===== config.mk =====
export PLATFORM = sky130hd
export DESIGN_NAME = conv3x3_mac_seq
export DESIGN_NICKNAME = d
export VERILOG_FILES = /design/src/rtl/conv_pkg.sv /design/src/rtl/conv3x3_mac_seq.sv
export SDC_FILE = /design/constraint.sdc
export NUM_CORES = 1
export LEC_CHECK = 0
export BUFFER_PORTS_ARGS = -buffer_cell sky130_fd_sc_hd__buf_2
export CAP_MARGIN = 20
export CORE_ASPECT_RATIO = 1.75
export CORE_MARGIN = 1.5
export CORE_UTILIZATION = 55
export CTS_CLUSTER_SIZE = 12
export DETAILED_ROUTE_END_ITERATION = 6
export GPL_TIMING_DRIVEN = 0
export PLACE_DENSITY = 0.82
export SYNTH_ARGS = -nofsm -noshare
export SYNTH_HDL_FRONTEND = slang
export SYNTH_SLANG_ARGS = --single-unit

===== constraint.sdc =====
create_clock -name clk -period 3.5 [get_ports clk]
set_clock_uncertainty 0.05 [all_clocks]
set_input_delay 0.525 -clock clk [delete_from_list [all_inputs] [get_ports clk]]
set_output_delay 0.525 -clock clk [all_outputs]
set_load 0.02 [all_outputs]

===== src/rtl/conv_pkg.sv =====
// Shared definitions for the 3x3 convolution MAC sequencer: FSM encoding,
// default geometry and the output clip bounds used when CONV3X3_CLIP_EN is defined.
package conv_pkg;

    typedef enum logic [1:0] {
        S_IDLE  = 2'd0,
        S_ISSUE = 2'd1,
        S_WAIT  = 2'd2,
        S_DONE  = 2'd3
    } conv_state_t;

    localparam int TAPS_DEF   = 9;
    localparam int DATA_W_DEF = 8;
    localparam int ACC_W_DEF  = 20;

    localparam int CLIP_LO = 0;
    localparam int CLIP_HI = 255;

endpackage


===== src/rtl/conv3x3_mac_seq.sv =====
// Sequences one 3x3 window through an external multiplier, accumulating tap products.
// Define CONV3X3_CLIP_EN to clamp the result to [CLIP_LO, CLIP_HI]; otherwise the raw sum is output.
module conv3x3_mac_seq
    import conv_pkg::*;
#(
    parameter int TAPS   = TAPS_DEF,
    parameter int DATA_W = DATA_W_DEF,
    parameter int ACC_W  = ACC_W_DEF
) (
    input  logic                       clk,
    input  logic                       rst,
    input  logic                       in_valid,
    output logic                       in_ready,
    input  logic [TAPS*DATA_W-1:0]     pix_flat,
    input  logic [TAPS*DATA_W-1:0]     coef_flat,
    output logic                       mul_start,
    output logic signed [DATA_W-1:0]   mul_x,
    output logic signed [DATA_W-1:0]   mul_y,
    input  logic                       mul_valid,
    input  logic signed [2*DATA_W-1:0] mul_z,
    output logic                       out_valid,
    input  logic                       out_ready,
    output logic signed [ACC_W-1:0]    out_data,
    output logic                       busy,
    output conv_state_t                dbg_state
);

    // Handshakes: a transfer happens on a rising edge where valid && ready are both high;
    // valid, once raised, holds with its payload stable until that edge.

    localparam int TAP_W = (TAPS > 1) ? $clog2(TAPS) : 1;
    localparam logic [TAP_W-1:0] LAST_TAP = TAP_W'(TAPS - 1);

    conv_state_t                state;
    logic [TAPS*DATA_W-1:0]     pix_r;
    logic [TAPS*DATA_W-1:0]     coef_r;
    logic signed [ACC_W-1:0]    acc;
    logic signed [ACC_W-1:0]    acc_next;
    logic signed [ACC_W-1:0]    result;
    logic [TAP_W-1:0]           tap;
    logic [TAP_W-1:0]           tap_inc;

    assign acc_next  = acc + ACC_W'(mul_z);
    assign tap_inc   = tap + TAP_W'(1);
    assign in_ready  = (state == S_IDLE);
    assign busy      = (state != S_IDLE);
    assign dbg_state = state;

`ifdef CONV3X3_CLIP_EN
    localparam logic signed [ACC_W-1:0] LO = ACC_W'(CLIP_LO);
    localparam logic signed [ACC_W-1:0] HI = ACC_W'(CLIP_HI);

    always_comb begin
        result = acc_next;
        if (acc_next < LO)
            result = LO;
        else if (acc_next > HI)
            result = HI;
    end
`else
    assign result = acc_next;
`endif

    // Operands are loaded on the edge entering ISSUE and held until the next tap is loaded,
    // so they stay valid through the cycle in which mul_valid is sampled.
    always_ff @(posedge clk or negedge rst) begin
        if (!rst) begin
            state     <= S_IDLE;
            pix_r     <= '0;
            coef_r    <= '0;
            acc       <= '0;
            tap       <= '0;
            mul_start <= 1'b0;
            mul_x     <= '0;
            mul_y     <= '0;
            out_valid <= 1'b0;
            out_data  <= '0;
        end else begin
            case (state)
                S_IDLE: begin
                    if (in_valid) begin
                        pix_r     <= pix_flat;
                        coef_r    <= coef_flat;
                        acc       <= '0;
                        tap       <= '0;
                        mul_x     <= pix_flat[0 +: DATA_W];
                        mul_y     <= coef_flat[0 +: DATA_W];
                        mul_start <= 1'b1;
                        state     <= S_ISSUE;
                    end
                end
                S_ISSUE: begin
                    mul_start <= 1'b0;
                    state     <= S_WAIT;
                end
                S_WAIT: begin
                    if (mul_valid) begin
                        acc <= acc_next;
                        if (tap == LAST_TAP) begin
                            out_data  <= result;
                            out_valid <= 1'b1;
                            state     <= S_DONE;
                        end else begin
                            tap       <= tap_inc;
                            mul_x     <= pix_r[int'(tap_inc)*DATA_W +: DATA_W];
                            mul_y     <= coef_r[int'(tap_inc)*DATA_W +: DATA_W];
                            mul_start <= 1'b1;
                            state     <= S_ISSUE;
                        end
                    end
                end
                S_DONE: begin
                    if (out_ready) begin
                        out_valid <= 1'b0;
                        state     <= S_IDLE;
                    end
                end
                default: state <= S_IDLE;
            endcase
        end
    end

endmodule


== Word level (Yosys, flattened, before mapping) ==
Index checks and enable logic that the tools add are counted.

* Word-level logic and storage cells: 63
* Register bits after elaboration: 208

* Add/subtract/negate cells: 2
* Mux-type cells: 28
* Shift operators: 2
* Reduce and logical (&&, ||, !) cells: 12
* Equal/unequal tests: 9

{| class="wikitable"
|+ Operator list
! kind !! count
|-
| $shiftx A72 B8 Y8 || 2
|-
| $mux W8 || 6
|-
| $mux W20 || 2
|-
| $pmux W20 S2 || 1
|-
| $pmux W8 S2 || 2
|-
| $add A20 B16 Y20 || 1
|-
| $mux W4 || 3
|-
| $reduce_and A4 Y1 || 3
|-
| $ne A2 B2 Y1 const B || 5
|-
| $reduce_and A3 Y1 || 3
|-
| $mux W2 || 4
|-
| $pmux W2 S4 || 1
|-
| $pmux W4 S2 || 1
|-
| $mux W1 || 6
|-
| $reduce_bool A2 Y1 || 3
|-
| $add A4 B1 Y4 const B || 1
|-
| $eq A2 B2 Y1 const B || 2
|-
| $eq A4 B4 Y1 const B || 1
|-
| $pmux W1 S3 || 1
|-
| $reduce_bool A3 Y1 || 1
|-
| $eq A2 B1 Y1 const B || 1
|-
| $logic_not A2 Y1 || 1
|-
| $pmux W1 S2 || 1
|-
| $reduce_and A2 Y1 || 1
|}

== Longest topological paths before layout ==
* Word-level depth: 5
* Gate-level depth with buffers: 10
* Gate-level depth less buffers: 10

== Least setup slack after synthesis ==
Ideal clock, no wire load.

* Kind: register to register
* Start: reg tap[0]
* End: reg mul_y[6]
* Arrival time: 2407 ps
* Setup time: 135 ps
* Setup slack: 909 ps
* Cell stages (with the launch flop): 10
* Clock period less this slack: 2591 ps
* Cell sequence: dfrtp_1 -> buf_2 -> inv_1 -> ha_1 -> clkbuf_1 -> buf_1 -> mux4_2 -> mux2_2 -> a221oi_1 -> o31ai_1

* Longest elaborated chain between the ends: 5

{| class="wikitable"
|+ Ends and longest elaborated chain
! element !! RTL line !! text
|-
| start: declaration || conv3x3_mac_seq.sv:40 || <nowiki>logic [TAP_W-1:0] tap;</nowiki>
|-
| start signal: assignment || conv3x3_mac_seq.sv:104 || <nowiki>tap <= tap_inc;</nowiki>
|-
| $add A4 B1 Y4 || conv3x3_mac_seq.sv:44 || <nowiki>assign tap_inc = tap + TAP_W'(1);</nowiki>
|-
| $shiftx A72 B8 Y8 || conv3x3_mac_seq.sv:106 || <nowiki>mul_y <= coef_r[int'(tap_inc)*DATA_W +: DATA_W];</nowiki>
|-
| $mux W8 || conv3x3_mac_seq.sv:99 || <nowiki>if (tap == LAST_TAP) begin</nowiki>
|-
| $mux W8 || conv3x3_mac_seq.sv:97 || <nowiki>if (mul_valid) begin</nowiki>
|-
| $pmux W8 S2 || conv3x3_mac_seq.sv:79 || <nowiki>case (state)</nowiki>
|-
| end signal: assignment || conv3x3_mac_seq.sv:87 || <nowiki>mul_y <= coef_flat[0 +: DATA_W];</nowiki>
|-
| end signal: assignment || conv3x3_mac_seq.sv:106 ||
|-
| end: declaration || conv3x3_mac_seq.sv:18 || <nowiki>output logic signed [DATA_W-1:0] mul_y,</nowiki>
|}

Several ways; a longest one is shown, not always the timed one. The select of a mux whose other input is x is not followed.
A chain may end at the register's enable or synchronous reset.

== Final worst setup path ==
* Start: reg tap[0]
* End: reg mul_y[0]

Same word-level chain as after synthesis.

==> impl_metrics.yaml <==
run_status:
  status: "finished, violations left"
  violations: "hold timing"
clock_network:
  clock_tree.root_cell: "clkbuf_16"
  cts_resized: 0
  clk_latency_ns: 0.49
  hold_buffers: 0
  path_clk_slew_ns: 0.06
  cts_tree: "built"
  cts_sinks: 208
  cts_inserted_buffers: 21
  postCtsSetupBuffers: 0
  htree_levels: 1
  cts_buffer_depth: 3
setup_path:
  crit_fanout: 10
  required_ns: 3.81
  startpoint_type: "flop"
  cp-end-kind: "flop"
  worstSetupPathType: "flop to flop"
  arrival_ns: 3.61
sta:
  final_max_slew_viol_count: 0
  fmax_ghz: 0.302
  hold_viol_final: 35
  min_period_over_period_pct: 94.5
  worst_slew_pin_slew_ns: 0.922
  finalCriticalPeriod_ns: 3.31
  relSlewSlack_pct: 38.3
  rsz0062_at_grt: "false"
  setup_violations: 0
  whs_ns: -0.0185
synthesis:
  ys_seq_elements: 208
  synth.avg_cell_area_sq_um: 9.48
  ys_types: 53
  synth.cell_area_sq_um: 9980
  synth-edff-count: 0
  yosys_warnings: 0
  syn_nets: 1240
  synth-seq-area-share_pct: 52.1
  synthArstFlopShare_pct: 100
  syn_inst: 1053
  ys.flop_type: "dfrtp_1"
route:
  drc: 0
  drt-initial-drc-count: 632
  ant_nets: 0
  vias: 8535
  dr.pass1.iters: 5
  wl_per_cell_um: 18.3
  vias_per_cell: 5.60
  wl_mm: 27.9
pwr:
  powerDensity_nw_per_um2: 900
  vdd_drop_max_uv: 479
  power_mw: 10.7
  p_leak_nw: 6.22
floorplan:
  start_util_pct: 55.8
  ioPinCount: 207
  coreArea_sq_um: 17900
  die_w_um: 105
  die_h_um: 181
  core.rowCount: 65
  dieArea_sq_um: 19000
grt:
  grt_max_degree: 127
  antenna_found_initial: 4
  grt-ovfl-total: 0
  grt_pass1_vias: 8864
  grt_pass1_wl_mm: 44.4
  grt_usage_pct: 29.9
layout:
  fill_cells: 1444
  final_nets: 1470
  final_cells: 1523
  seqCellArea_sq_um: 5200
  syn2layout_area_growth_pct: 19.4
  drive_gt1_share_pct: 24.5
  multi_input_area_sq_um: 4500
placement:
  dp_hpwl_mm: 20.8
  gp_congestion: 0.869
  io_buffers: 206
  dp.cells: 1494
flow_run:
  maxCapViolCount: 0
worst_hold_path:
  hold_path_class: "primary input to asynchronous set/reset pin"
metal layers:
layer | vias to the layer above | track usage [%] | routed length [um] | share of wire [%]
met5 | - | 0 | 0 | 0
met4 | 0 | 17.2 | 1770 | 6.3
met3 | 99 | 2.67 | 1280 | 4.6
met2 | 351 | 53.3 | 14500 | 52
met1 | 4130 | 34.8 | 10400 | 37
li1 | 3955 | - | - | -
path summary, 6_finish.rpt:
check | startpoint | cells after the start | slack (ns) | end
worst max-delay path | tap[0] | 9 | 0.19 | mul_y[0]
worst min-delay path | rst | 1 | -0.02 | out_data[3]
worst max register to register | tap[0] | 9 | 0.19 | mul_y[0]
worst min register to register | out_data[6] | 2 | 0.42 | out_data[6]
max in group asynchronous | rst | 2 | 2.37 | mul_y[0]
min in group clk | coef_flat[19] | 3 | 0.17 | coef_r[19]
synth_stat cells (all sizes together), types with 2 or more instances:
master,count,area [sq um]
a21boi,2,15.0
a21oi,20,100
a221oi,17,155
a22o,15,131
a41oi,2,36.3
and2,3,18.8
and3,4,25.0
buf,22,105
clkbuf,37,139
dfrtp,208,5200
ha,21,263
inv,8,30.0
mux2,23,267
mux4,32,721
nand2,504,1890
nand2b,2,12.5
nand3,9,45.0
nand4,2,12.5
nor2,33,126
nor2b,4,32.5
nor4,2,27.5
o211ai,3,22.5
o21a,4,30.0
o21ai,21,109
o31ai,23,173
or2,2,12.5
xnor2,9,78.8
xor2,6,60.1
cell families after synthesis:
kind of cell	count (synthesis)	share of synthesized area [%]
AOI/OAI and AO/OA	116	8.56
xor gates and xnor gates	15	1.39
adders and majority gates	22	2.83
buffers and inverters	67	2.75
DFF	208	52.1
muxes	55	9.89
and+or+nand+nor	570	22.4
per-stage QoR:
stage               util, %  worst slack [ns]  TNS, ns  area, sq um
finish                 66.6             0.191        0        11900
global route           66.6            0.0320        0        11900
CTS                    66.5             0.235        0        11900
detailed placement     63.4             0.248        0        11300
global placement       63.2             -1.56  -320.13        11300
floorplan                 -             0.909        0         9980
sequential cells by signal, indices dropped and copies added (netlist names), 2 cells and up:
| name | flops |
|---|---|
| mul_x | 8 |
| pix_r | 72 |
| tap | 4 |
| mul_y | 8 |
| coef_r | 72 |
| out_data | 20 |
| dbg_state | 2 |
| acc | 20 |
cell type report:
cell class | instances | share of cell area (%)
Sequential cell | 208 | 43.7
Multi-Input combinational cell | 778 | 37.8
Timing Repair Buffer | 207 | 8.97
Clock buffer | 24 | 4.67
Tap cell | 234 | 2.46
Buffer | 59 | 2.05
Inverter | 8 | 0.252
Antenna cell | 4 | 0.0840
Clock inverter | 1 | 0.0420
critical path, cell delays in order, from the launching register on:
cell	delay, ns
dfrtp_1	0.34
buf_2	0.21
inv_1	0.13
ha_1	0.30
clkbuf_1	0.35
buf_1	0.69
mux4_2	0.43
mux2_2	0.28
a221oi_1	0.29
o31ai_1	0.11
layout by cell type (no fill, tap or decap), types with 20 or more instances in the layout:
cell type and count:
a21oi_1 20, buf_2 223, clkbuf_1 38, clkbuf_16 21, dfrtp_1 208, ha_1 21, mux2_2 21, mux4_2 32
nand2_1 504, nor2_1 32, o31ai_1 23
power by group:
part | switching (mW) | total [mW] | internal (mW)
clock network | 0.867 | 1.97 | 1.11
registers | 0.615 | 4.05 | 3.44
logic | 2.76 | 4.70 | 1.94
total | 4.24 | 10.7 | 6.48
Power figures use the tool's default switching activity.
